**config.mk**
```make
export PLATFORM = sky130hd
export DESIGN_NAME = register_bank
export DESIGN_NICKNAME = d
export VERILOG_FILES = /design/src/rtl/register_bank_pkg.sv /design/src/rtl/register_bank_clr_fsm.sv /design/src/rtl/register_bank.sv
export SDC_FILE = /design/constraint.sdc
export NUM_CORES = 1
export LEC_CHECK = 0
export CORE_ASPECT_RATIO = 1.5
export CORE_MARGIN = 2
export CORE_UTILIZATION = 48
export CTS_BUF_LIST = sky130_fd_sc_hd__clkbuf_8
export CTS_CLUSTER_SIZE = 8
export DETAILED_ROUTE_END_ITERATION = 16
export PLACE_DENSITY = 0.71
export SLEW_MARGIN = 20
export SYNTH_ARGS = -nofsm -noshare
export SYNTH_HDL_FRONTEND = slang
export SYNTH_HIERARCHICAL = 1
export SYNTH_SLANG_ARGS = --single-unit
```
**constraint.sdc**
```tcl
create_clock -name clk -period 1.7 [get_ports clk]
set_input_delay 0.34 -clock clk [delete_from_list [all_inputs] [get_ports clk]]
set_output_delay 0.34 -clock clk [all_outputs]
set_load 0.02 [all_outputs]
```
**src/rtl/register_bank_pkg.sv**
```systemverilog
// -----------------------------------------------------------------------------
// register_bank_pkg
// Shared definitions for the register bank:
//   - DEFAULT_DATA_WIDTH / DEFAULT_ADDR_WIDTH : default parameter values
//   - clr_state_e                             : clear sequencer states
// -----------------------------------------------------------------------------
package register_bank_pkg;

  localparam int DEFAULT_DATA_WIDTH = 8;
  localparam int DEFAULT_ADDR_WIDTH = 3;

  typedef enum logic {
    IDLE  = 1'b0,
    CLEAR = 1'b1
  } clr_state_e;

endpackage : register_bank_pkg

```
**src/rtl/register_bank_clr_fsm.sv**
```systemverilog
// -----------------------------------------------------------------------------
// register_bank_clr_fsm
// Clear sequencer for register_bank. When a clear is requested in IDLE it
// walks clr_ptr from 0 to DEPTH-1, one entry per cycle, then returns to IDLE.
// The pointer is only meaningful while clr_we is high.
//
// Ports:
//   clk      in   rising-edge clock
//   rst_n    in   asynchronous active-low reset
//   clr_req  in   request to start a clear sweep (ignored while sweeping)
//   idle     out  FSM is in IDLE (writes may be accepted)
//   clr_we   out  zero mem[clr_ptr] on this clock edge
//   clr_ptr  out  entry being cleared this cycle
//   busy     out  registered, high for the whole sweep
//   clr_done out  registered one-cycle pulse after the last entry is cleared
// -----------------------------------------------------------------------------
module register_bank_clr_fsm
  import register_bank_pkg::*;
#(
  parameter int ADDR_WIDTH = DEFAULT_ADDR_WIDTH
) (
  input  logic                  clk,
  input  logic                  rst_n,
  input  logic                  clr_req,
  output logic                  idle,
  output logic                  clr_we,
  output logic [ADDR_WIDTH-1:0] clr_ptr,
  output logic                  busy,
  output logic                  clr_done
);

  // Last entry of the array: DEPTH-1 is all ones at ADDR_WIDTH bits.
  localparam logic [ADDR_WIDTH-1:0] LAST_PTR = '1;

  clr_state_e            state_q;
  logic [ADDR_WIDTH-1:0] clr_ptr_q;
  logic                  busy_q;
  logic                  clr_done_q;

  // NOTE: sequential state uses non-blocking assignments only, so every flop
  // samples the values that existed before the edge regardless of order.
  always_ff @(posedge clk or negedge rst_n) begin
    if (!rst_n) begin
      state_q    <= IDLE;
      clr_ptr_q  <= '0;
      busy_q     <= 1'b0;
      clr_done_q <= 1'b0;
    end else begin
      clr_done_q <= 1'b0;
      case (state_q)
        IDLE: begin
          if (clr_req) begin
            state_q   <= CLEAR;
            clr_ptr_q <= '0;
            busy_q    <= 1'b1;
          end
        end
        CLEAR: begin
          // Pointer wraps back to 0 after the last entry.
          clr_ptr_q <= clr_ptr_q + ADDR_WIDTH'(1);
          if (clr_ptr_q == LAST_PTR) begin
            state_q    <= IDLE;
            busy_q     <= 1'b0;
            clr_done_q <= 1'b1;
          end
        end
        default: begin
          state_q <= IDLE;
          busy_q  <= 1'b0;
        end
      endcase
    end
  end

  assign idle     = (state_q == IDLE);
  assign clr_we   = (state_q == CLEAR);
  assign clr_ptr  = clr_ptr_q;
  assign busy     = busy_q;
  assign clr_done = clr_done_q;

endmodule : register_bank_clr_fsm

```
**src/rtl/register_bank.sv**
```systemverilog
// -----------------------------------------------------------------------------
// register_bank
// 2**ADDR_WIDTH x DATA_WIDTH register file with one write port, two
// independent combinational read ports and a sequenced clear-all sweep.
// Optional address-0 hardwired zero (ZERO_REG=1).
//
// Build option: define REGISTER_BANK_BYPASS_EN to forward w_data to a read
// port in the same cycle when that port addresses the location being written.
//
// Ports:
//   clk      in   rising-edge clock
//   rst_n    in   asynchronous active-low reset (clears all entries)
//   wr_en    in   write request
//   w_addr   in   write address
//   w_data   in   write data
//   r_addr   in   read port 1 address
//   r2_addr  in   read port 2 address
//   r_data   out  read port 1 data (combinational)
//   r2_data  out  read port 2 data (combinational)
//   clr_req  in   single-cycle request to clear all entries
//   busy     out  high while a clear sweep runs
//   wr_ack   out  registered pulse the cycle after an accepted write
//   clr_done out  registered pulse the cycle after the sweep completes
// -----------------------------------------------------------------------------
module register_bank
  import register_bank_pkg::*;
#(
  parameter int DATA_WIDTH = DEFAULT_DATA_WIDTH,
  parameter int ADDR_WIDTH = DEFAULT_ADDR_WIDTH,
  parameter int ZERO_REG   = 0
) (
  input  logic                  clk,
  input  logic                  rst_n,
  input  logic                  wr_en,
  input  logic [ADDR_WIDTH-1:0] w_addr,
  input  logic [DATA_WIDTH-1:0] w_data,
  input  logic [ADDR_WIDTH-1:0] r_addr,
  input  logic [ADDR_WIDTH-1:0] r2_addr,
  output logic [DATA_WIDTH-1:0] r_data,
  output logic [DATA_WIDTH-1:0] r2_data,
  input  logic                  clr_req,
  output logic                  busy,
  output logic                  wr_ack,
  output logic                  clr_done
);

  localparam int DEPTH = 1 << ADDR_WIDTH;

  logic                  idle;
  logic                  clr_we;
  logic [ADDR_WIDTH-1:0] clr_ptr;

  register_bank_clr_fsm #(
    .ADDR_WIDTH (ADDR_WIDTH)
  ) u_clr_fsm (
    .clk      (clk),
    .rst_n    (rst_n),
    .clr_req  (clr_req),
    .idle     (idle),
    .clr_we   (clr_we),
    .clr_ptr  (clr_ptr),
    .busy     (busy),
    .clr_done (clr_done)
  );

  // ---------------------------------------------------------------------------
  // Write qualification: a clear request in the same cycle wins over a write,
  // and writes are ignored entirely during a sweep.
  // ---------------------------------------------------------------------------
  logic wr_ok;
  logic wr_zero_hit;
  logic wr_accept;

  assign wr_ok       = wr_en && idle && !clr_req;
  assign wr_zero_hit = (ZERO_REG != 0) && (w_addr == '0);
  assign wr_accept   = wr_ok && !wr_zero_hit;

  // ---------------------------------------------------------------------------
  // Storage
  // ---------------------------------------------------------------------------
  logic [DATA_WIDTH-1:0] mem_q [DEPTH];
  logic [DATA_WIDTH-1:0] mem_d [DEPTH];
  logic                  wr_ack_q;
  logic                  wr_ack_d;

  // NOTE: every always_comb output gets a full default first (here the
  // current contents), so no path leaves a signal unassigned and no latch
  // is inferred.
  always_comb begin
    mem_d = mem_q;
    if (clr_we) begin
      mem_d[clr_ptr] = '0;
    end else if (wr_accept) begin
      mem_d[w_addr] = w_data;
    end
  end

  assign wr_ack_d = wr_accept;

  // NOTE: the array is reset like any other register because reset must
  // leave every entry reading 0; this rules out mapping it onto a RAM macro.
  always_ff @(posedge clk or negedge rst_n) begin
    if (!rst_n) begin
      for (int i = 0; i < DEPTH; i++) begin
        mem_q[i] <= '0;
      end
      wr_ack_q <= 1'b0;
    end else begin
      mem_q    <= mem_d;
      wr_ack_q <= wr_ack_d;
    end
  end

  assign wr_ack = wr_ack_q;

  // ---------------------------------------------------------------------------
  // Read ports. A hardwired-zero hit takes precedence over bypass so that
  // address 0 never echoes write data when ZERO_REG is set.
  // ---------------------------------------------------------------------------
  always_comb begin
    r_data = mem_q[r_addr];
`ifdef REGISTER_BANK_BYPASS_EN
    if (wr_ok && (r_addr == w_addr)) begin
      r_data = w_data;
    end
`endif
    if ((ZERO_REG != 0) && (r_addr == '0)) begin
      r_data = '0;
    end
  end

  always_comb begin
    r2_data = mem_q[r2_addr];
`ifdef REGISTER_BANK_BYPASS_EN
    if (wr_ok && (r2_addr == w_addr)) begin
      r2_data = w_data;
    end
`endif
    if ((ZERO_REG != 0) && (r2_addr == '0)) begin
      r2_data = '0;
    end
  end

endmodule : register_bank

```
Word-level counts from Yosys, hierarchy flattened
Index checks and enable logic that the tools add are counted.
Operators by class
  add/subtract/negate cells: 1
  order comparisons: 6
  equality and inequality tests: 3
  mux-type cells: 23
  bitwise operators: 7
  reduce and logical (&&, ||, !) cells: 7
Operators with widths (count)
  2-to-1 mux 64 bit: 2
  bitwise AND 64 bit: 1
  bitwise mux 64 bit: 1
  NOT 64 bit: 1
  binary-select mux 8 bit (select 3 bit): 2
  demux 8 bit (select 3 bit): 2
  2-to-1 mux 8 bit: 6
  greater-or-equal comparator 4 bit, second input constant: 4
  NOT 3 -> 4 bit: 4
  less-than comparator 4 x 1 -> 1 bit, second input constant: 2
  2-to-1 mux 1 bit: 6
  one-hot mux 3 bit (2 select lines): 1
  logical AND 1 bit: 4
  != test 2 bit, second input constant: 2
  one-hot mux 1 bit (2 select lines): 2
  adder 3 x 1 -> 3 bit, second input constant: 1
  equality test 3 bit, second input constant: 1
  2-to-1 mux 3 bit: 1
  AND reduction 2 bit: 1
  nonzero test 2 bit: 1
  logical NOT 1 bit: 1
  NOT 1 bit: 1
Storage, ports and cells
  register bits after elaboration: 71
  bits of input ports: 21
  logic and storage cells: 60

Longest topological paths before layout
Gate-level depths: netlist of the first run.
  depth in word-level cells: 8
  depth in mapped cells: 5
  gate-level depth less buffers: 4

Modules after synthesis
Netlist of the first run, hierarchy kept.
By module, submodules not included
  register_bank: instances 1, cells an instance 302, area each 3910.0 µm², seq. area each 1626.6 µm²
  register_bank_clr_fsm: instances 1, cells an instance 20, area each 257.7 µm², seq. area each 150.1 µm²

Least setup slack after synthesis of the first run
No wires, ideal clock.
  kind: input to output
  from: input port r_addr[2]
  to: output port r_data[0]
  arrival: 1432 ps
  setup slack: -72 ps
  stages on the path: 4
  path buffers: 2
  path through: buf_2 -> clkbuf_1 -> mux4_1 -> mux2_2
On the way
  longest elaborated chain between the ends: 4
Ends and longest elaborated chain
  start: declaration: RTL line register_bank.sv:37  | input logic [ADDR_WIDTH-1:0] r_addr,
  NOT 3 -> 4 bit (implied by the code): RTL line register_bank.sv:121  | r_data = mem_q[r_addr];
  binary-select mux 8 bit (select 3 bit): RTL line register_bank.sv:121
  2-to-1 mux 8 bit (implied by the code) (2 in a row): RTL line register_bank.sv:121
  end: declaration: RTL line register_bank.sv:39  | output logic [DATA_WIDTH-1:0] r_data,
No other way between the ends. The select of a mux whose other input is x is not followed.

Worst setup path after layout of the first run
  from: register mem_q[20] in the netlist's numbering
  to: output port r2_data[4]
On the way
  longest elaborated chain between the ends: 3
Ends and longest elaborated chain
  start: declaration: RTL line register_bank.sv:81  | logic [DATA_WIDTH-1:0] mem_q [DEPTH];
  start signal: assignment: RTL line register_bank.sv:109  | mem_q <= mem_d;
  binary-select mux 8 bit (select 3 bit): RTL line register_bank.sv:133  | r2_data = mem_q[r2_addr];
  2-to-1 mux 8 bit (implied by the code) (2 in a row): RTL line register_bank.sv:133
  end: declaration: RTL line register_bank.sv:40  | output logic [DATA_WIDTH-1:0] r2_data,
No other way between the ends. The select of a mux whose other input is x is not followed.

==> flow_metrics.env, run 1 <==
export IMPL_cp_startpoint="mem_q[20]$_DFFE_PN0P_"
export IMPL_end_kind="output pin"
export IMPL_timing_hold_ws_ps=453
export IMPL_r2r_end="mem_q[19]$_DFFE_PN0P_"
export IMPL_cts_buffers=9
export IMPL_drive_above_1_share_pct=34.1
export IMPL_grt_max_degree=31
export IMPL_drcViolationCount=0
export IMPL_h_tree_depth=3
export IMPL_worstSetupPathType="reg -> out"
export IMPL_core_region_area_sq_um=8410
export IMPL_cp_max_fo=3
export IMPL_antenna_found_initial=0
export IMPL_first_pass_iters=5
export IMPL_syn_avg_cell_area_sq_um=12.9
export IMPL_finalSetupTns_ps=-4730
export IMPL_fp_dieW_um=80.1
export IMPL_slew_headroom_pct=69.6
export IMPL_top_layer="met4"
export IMPL_r2r_start="u_clr_fsm/clr_we$_DFF_PN0_"
export IMPL_ys_ff_latch=71
export IMPL_clockBufferDepth=2
export IMPL_pwr_density_cell_nw_per_um2=1100
export IMPL_final_setup_viol_count=16
export IMPL_wl_met2_um=5470
export IMPL_irDropWorstVdd_mv=0.635
export IMPL_syn2layout_area_growth_pct=26.8
export IMPL_finClkSkew_ps=7.48
export IMPL_grt_pass1_wl_um=16600
export IMPL_globalplace_congestion=0.790
export IMPL_drtIter0Drc=204
export IMPL_synth_top_area_share_pct=42.6
export IMPL_overflow=0
export IMPL_hold_path_class="in -> async"
export IMPL_vias=2922
export IMPL_syn_area_sq_um=4170
export IMPL_slew_viol_final=0
export IMPL_numPortBuffers=39
export IMPL_hold_viol_final=0
export IMPL_worst_slew_pin_slew_ps=454
export IMPL_ys_top_cells_by_area="dfrtp_1 43%, mux4_1 19%, mux2i_1 13%"
export IMPL_layout_min_cycle_time_ps=2040
export IMPL_place_area_sq_um=4960
export IMPL_grt_pass1_vias=3087
export IMPL_drt_met1_wl_um=4120
export IMPL_start_util_pct=49.5
export IMPL_rrSetupSlack_ps=160
export IMPL_cp_arrival_ps=1700
export IMPL_io_pins=40
export IMPL_die_area_sq_um=9460
export IMPL_postSynthCellCount=322
export IMPL_die_h_um=118
export IMPL_wl_per_cell_um=20.1
export IMPL_period_share_pct=120
export IMPL_final_common_cell="dfrtp_1"
export IMPL_violations="setup timing"
export IMPL_avgViaCountPerCell=5.71
export IMPL_fin_util_pct=62.8
export IMPL_r2r_cells=5
export IMPL_fill_cells=657
export IMPL_path_clk_slew_ps=70
export IMPL_synth_distinct_cells=36
export IMPL_met3_length_um=422
export IMPL_crit_required_ps=1360
export IMPL_grt_usage_pct=23.5
export IMPL_regArea_sq_um=1780
export IMPL_syn_num_nets=346
export IMPL_multi_input_area_sq_um=2170
export IMPL_cts_root_buf="clkbuf_8"
export IMPL_synth_seq_area_share_pct=42.6
export IMPL_antenna_cells=0
export IMPL_p_leak_nw=2.63
export IMPL_ant_nets=0
export IMPL_rows=41
export IMPL_cp_start_kind="register"
export IMPL_status="finished, violations left"
export IMPL_final_cell_mix="71 x dfrtp_1, 59 x nand2_1, 55 x mux2i_1, 34 x buf_4, 32 x mux4_2"
export IMPL_hpwl_um=7350
export IMPL_insertion_delay_ps=350
export IMPL_rsz0062_at_grt="yes"
export IMPL_yosysTopAreaCell="dfrtp_1"
export IMPL_yosysWarningCount=6
export IMPL_max_cap_viol_count=0
export IMPL_tritoncts="yes"
export IMPL_endpoint="r2_data[4]"
export IMPL_layout_nets=425
export IMPL_drt_wl_total_um=10300
export IMPL_cts_sinks=71
export IMPL_setup_ws_ps=-343
export IMPL_final_cell_area_sq_um=5290
export IMPL_max_clock_freq_mhz=489
-- worst min-delay path by stage --
stage	from	end	slack (ps)
floorplan	rst_n	mem_q[0]$_DFFE_PN0P_	40
global placement	rst_n	u_clr_fsm/clr_done$_DFF_PN0_	290
detailed placement	rst_n	u_clr_fsm/clr_done$_DFF_PN0_	290
CTS	rst_n	u_clr_fsm/clr_done$_DFF_PN0_	470
global route	rst_n	u_clr_fsm/clr_done$_DFF_PN0_	480
finish	rst_n	u_clr_fsm/busy$_DFFE_PN0P_	450
-- sequential cells by signal, indices dropped and copies added (netlist names) --
signal              flops
mem_q                  64
wr_ack                  1
u_clr_fsm/clr_done      1
u_clr_fsm/busy          1
u_clr_fsm/clr_ptr       3
u_clr_fsm/clr_we        1
-- metal layers --
layer / up-vias / GRT usage, %
met3: 20 / 5.37
met5: - / 0
li1: 1334 / -
met1: 1497 / 29.8
met2: 71 / 38.5
met4: 0 / 9.11
-- layout make-up --
class | count | area share (%)
inverters | 10 | 0.710
clock buffers | 10 | 2.60
well taps | 107 | 2.53
clock inverters | 5 | 0.379
flip-flops and latches | 71 | 33.6
multi-input cells | 219 | 41.1
repair buffers | 90 | 19.1
-- worst max-delay path, stage by stage (launching register included) --
cell	delay, ps
dfrtp_1	420
mux4_2	520
mux2_4	290
buf_6	130
-- cell usage after synthesis (all sizes together) --
cell type  instances
a22o               2
and2               1
and3b              1
and4b              3
and4bb             2
buf               13
clkbuf             9
dfrtp             71
ha                 3
inv               10
mux2              16
mux2i             56
mux4              32
nand2             60
nand2b             8
nand3             10
nand4              1
nand4b             3
nand4bb            2
nor2               5
nor3               1
nor3b              1
o21ai              9
o22ai              1
or3b               1
or4b               1
-- through the flow --
stage	setup WS (ps)	total power, W	cells
floorplan	-3.04	0.00368	322
global placement	-1070	0.00442	480
detailed placement	-1100	0.00452	480
CTS	-324	0.00576	505
global route	-373	0.00615	512
finish	-343	0.00583	512
-- power breakdown --
part           internal, W  switching [W]
combinational      0.00123        0.00109
sequential         0.00208       0.000306
clock             0.000538       0.000596
-- timing repair --
action / CTS / global route
setup buffers: 7 / 7
setup endpoints to repair: 16 / 18
resized for setup: 129 / 5
cloned: 2 / 0
hold endpoints to repair: 13 / 0
hold buffers: 1 / 0
-- logic make-up after synthesis --
group           Yosys count  synth area share (%)
mux                     104                  37.8
simple gates            100                  12.6
flops                    71                  42.6
buf+inv                  32                  4.29
compound gates           12                  1.80
fa+ha+maj                 3                 0.901
(Power assumes the default switching activity.)
==> run 2, diff against run 1 <==
- CAP_MARGIN: not set -> 20
- CORE_ASPECT_RATIO: 1.5 -> not set
==> run 2 against run 1 <==
Compared with the run above:
- the run still ends with setup timing left
- clock power is 48% higher
- core utilization is 2.5 points higher
- clock skew is 3.7 ps higher
- critical path depth stayed put
- non-clock buffer count is 11 higher
- maximum frequency is 0.17% higher
- sequential share of layout area is 0.86 points lower
- sequential power hardly changed
- count of clock-buffer cells in the layout stayed put
- final area is 2.6% higher
- critical path type unchanged
- largest power group is now combinational cells
==> flow_metrics.env, run 2 (synthesis gave the netlist of run 1 again) <==
export IMPL_status="finished, violations left"
export IMPL_violations="setup timing"
export IMPL_fin_util_pct=65.4
export IMPL_p_sw_w=0.00214
export IMPL_pwr_share_clk_pct=25.6
export IMPL_rrSetupSlack_ps=70
export IMPL_slew_viol_final=0
export IMPL_p_sw_share_pct=32.6
export IMPL_ant_nets=0
export IMPL_path_clk_slew_ps=80
export IMPL_grt_pass1_wl_um=18300
export IMPL_drtIter0Drc=278
export IMPL_power_frac_seq_pct=36.5
export IMPL_top_layer="met4"
export IMPL_die_area_sq_um=9440
export IMPL_grt_usage_pct=25.3
export IMPL_dpl_cell_count=490
export IMPL_wl_per_cell_um=21.3
export IMPL_p_total_w=0.00654
export IMPL_grt_max_degree=25
export IMPL_final_setup_viol_count=16
export IMPL_syn2layout_area_growth_pct=30.2
export IMPL_antenna_found_initial=0
export IMPL_drt_wl_total_um=11100
export IMPL_irDropWorstVdd_mv=0.877
export IMPL_met3_length_um=597
export IMPL_cp_max_fo=3
export IMPL_numPortBuffers=39
export IMPL_critPathTopFamily="multiplexers"
export IMPL_cp_arrival_ps=1700
export IMPL_cts_sinks=71
export IMPL_first_pass_iters=5
export IMPL_hold_path_class="in -> async"
export IMPL_overflow=0
export IMPL_slew_headroom_pct=70.0
export IMPL_drive_above_1_share_pct=37.2
export IMPL_fp_dieW_um=97.2
export IMPL_largest_register_ffs=64
export IMPL_wl_met2_um=5730
export IMPL_comb_power_share_pct=37.9
export IMPL_path_buf_inv=1
export IMPL_finClkSkew_ps=11.1
export IMPL_drt_met1_wl_um=4570
export IMPL_worstSetupPathType="reg -> out"
export IMPL_core_region_area_sq_um=8300
export IMPL_timing_hold_ws_ps=453
export IMPL_final_cell_mix="71 x dfrtp_1, 59 x nand2_1, 56 x mux2i_1, 45 x buf_4, 31 x mux4_2"
export IMPL_max_cap_viol_count=0
export IMPL_insertion_delay_ps=350
export IMPL_clockBufferDepth=2
export IMPL_period_share_pct=120
export IMPL_end_kind="output pin"
export IMPL_hold_viol_final=0
export IMPL_vias=3113
export IMPL_avgViaCountPerCell=5.96
export IMPL_path_cells="mux4_2, mux2_4, buf_6"
export IMPL_stdcell_count=522
export IMPL_tritoncts="yes"
export IMPL_setup_ws_ps=-340
export IMPL_drcViolationCount=0
export IMPL_p_leak_nw=2.71
export IMPL_io_pins=40
export IMPL_cp_slowest_cell="mux4_2"
export IMPL_cts_root_buf="clkbuf_8"
export IMPL_grt_pass1_vias=3287
export IMPL_slowest_delay_ps=510
export IMPL_hpwl_um=7740
export IMPL_start_util_pct=50.2
export IMPL_worst_slew_pin_slew_ps=448
export IMPL_layout_min_cycle_time_ps=2040
export IMPL_die_h_um=97.2
export IMPL_cell_internal_pwr_w=0.00441
export IMPL_layout_nets=436
export IMPL_cp_start_kind="register"
export IMPL_rsz0062_at_grt="yes"
export IMPL_rows=33
export IMPL_crit_required_ps=1360
export IMPL_largest_register="mem_q"
export IMPL_h_tree_depth=3
export IMPL_cts_buffers=9
export IMPL_globalplace_congestion=0.801
export IMPL_max_clock_freq_mhz=490
export IMPL_antenna_cells=0
export IMPL_pwr_density_cell_nw_per_um2=1210
export IMPL_final_common_cell="dfrtp_1"
## run 2: cell count changes in the layout (fill, tap and decap cells not counted), sizes merged
cell | previous run | this run
buf | 69 | 79
bufinv | 0 | 3
clkbuf | 10 | 11
clkdlybuf4s15 | 1 | 0
clkinv | 1 | 2
clkinvlp | 0 | 1
dlygate4sd2 | 1 | 2
inv | 14 | 10
## run 2: cell type report
| class | instances | area, sq um |
|---|---|---|
| Clock buffer | 10 | 138 |
| Fill cell | 626 | 2870 |
| Multi-Input combinational cell | 219 | 2170 |
| Sequential cell | 71 | 1780 |
| Timing Repair Buffer | 101 | 1060 |
| Inverter | 10 | 37.5 |
| Tap cell | 105 | 131 |
| Clock inverter | 6 | 108 |
## run 2: metrics by stage
stage	area [sq um]	worst slack [ps]	TNS, ps
4_1_cts	5360	-342	-5070
6_report	5430	-340	-4880
3_5_place_dp	5030	-1090	-22170
3_3_place_gp	5030	-1100	-20280
2_1_floorplan	4180	-3.04	-5.50
5_1_grt	5430	-376	-5480
## run 2: metal layers
metal | vias to the layer above | GRT usage (%)
met1 | 1619 | 33.0
met3 | 20 | 4.68
met2 | 112 | 42.4
met4 | 0 | 9.10
met5 | - | 0
li1 | 1362 | -
## run 2: power groups by stage
stage | Sequential, W | Combinational [W] | Clock (W)
final | 0.00239 | 0.00248 | 0.00167
after global routing | 0.00244 | 0.00270 | 0.00175
after CTS | 0.00238 | 0.00238 | 0.00168
after detailed placement | 0.00241 | 0.00227 | 0
after global placement | 0.00237 | 0.00219 | 0
after floorplan | 0.00234 | 0.00135 | 0
## run 2: repair_timing
action / CTS / global route
buffers inserted: 5 / 8
hold buffers: 1 / 0
gates cloned: 2 / 0
endpoints found under the setup margin: 16 / 29
gates resized for setup: 122 / 7
hold endpoints to repair: 12 / 0
## run 2: final timing paths
kind                                            start                    endpoint  cells after the start
max in group asynchronous                       rst_n       mem_q[49]$_DFFE_PN0P_                      3
min reg2reg                u_clr_fsm/busy$_DFFE_PN0P_  u_clr_fsm/busy$_DFFE_PN0P_                      2
min in group clk           u_clr_fsm/busy$_DFFE_PN0P_  u_clr_fsm/busy$_DFFE_PN0P_                      2
min                                             rst_n       mem_q[34]$_DFFE_PN0P_                      2
max                              mem_q[7]$_DFFE_PN0P_                  r2_data[7]                      3
max reg2reg                u_clr_fsm/clr_we$_DFF_PN0_        mem_q[0]$_DFFE_PN0P_                      5
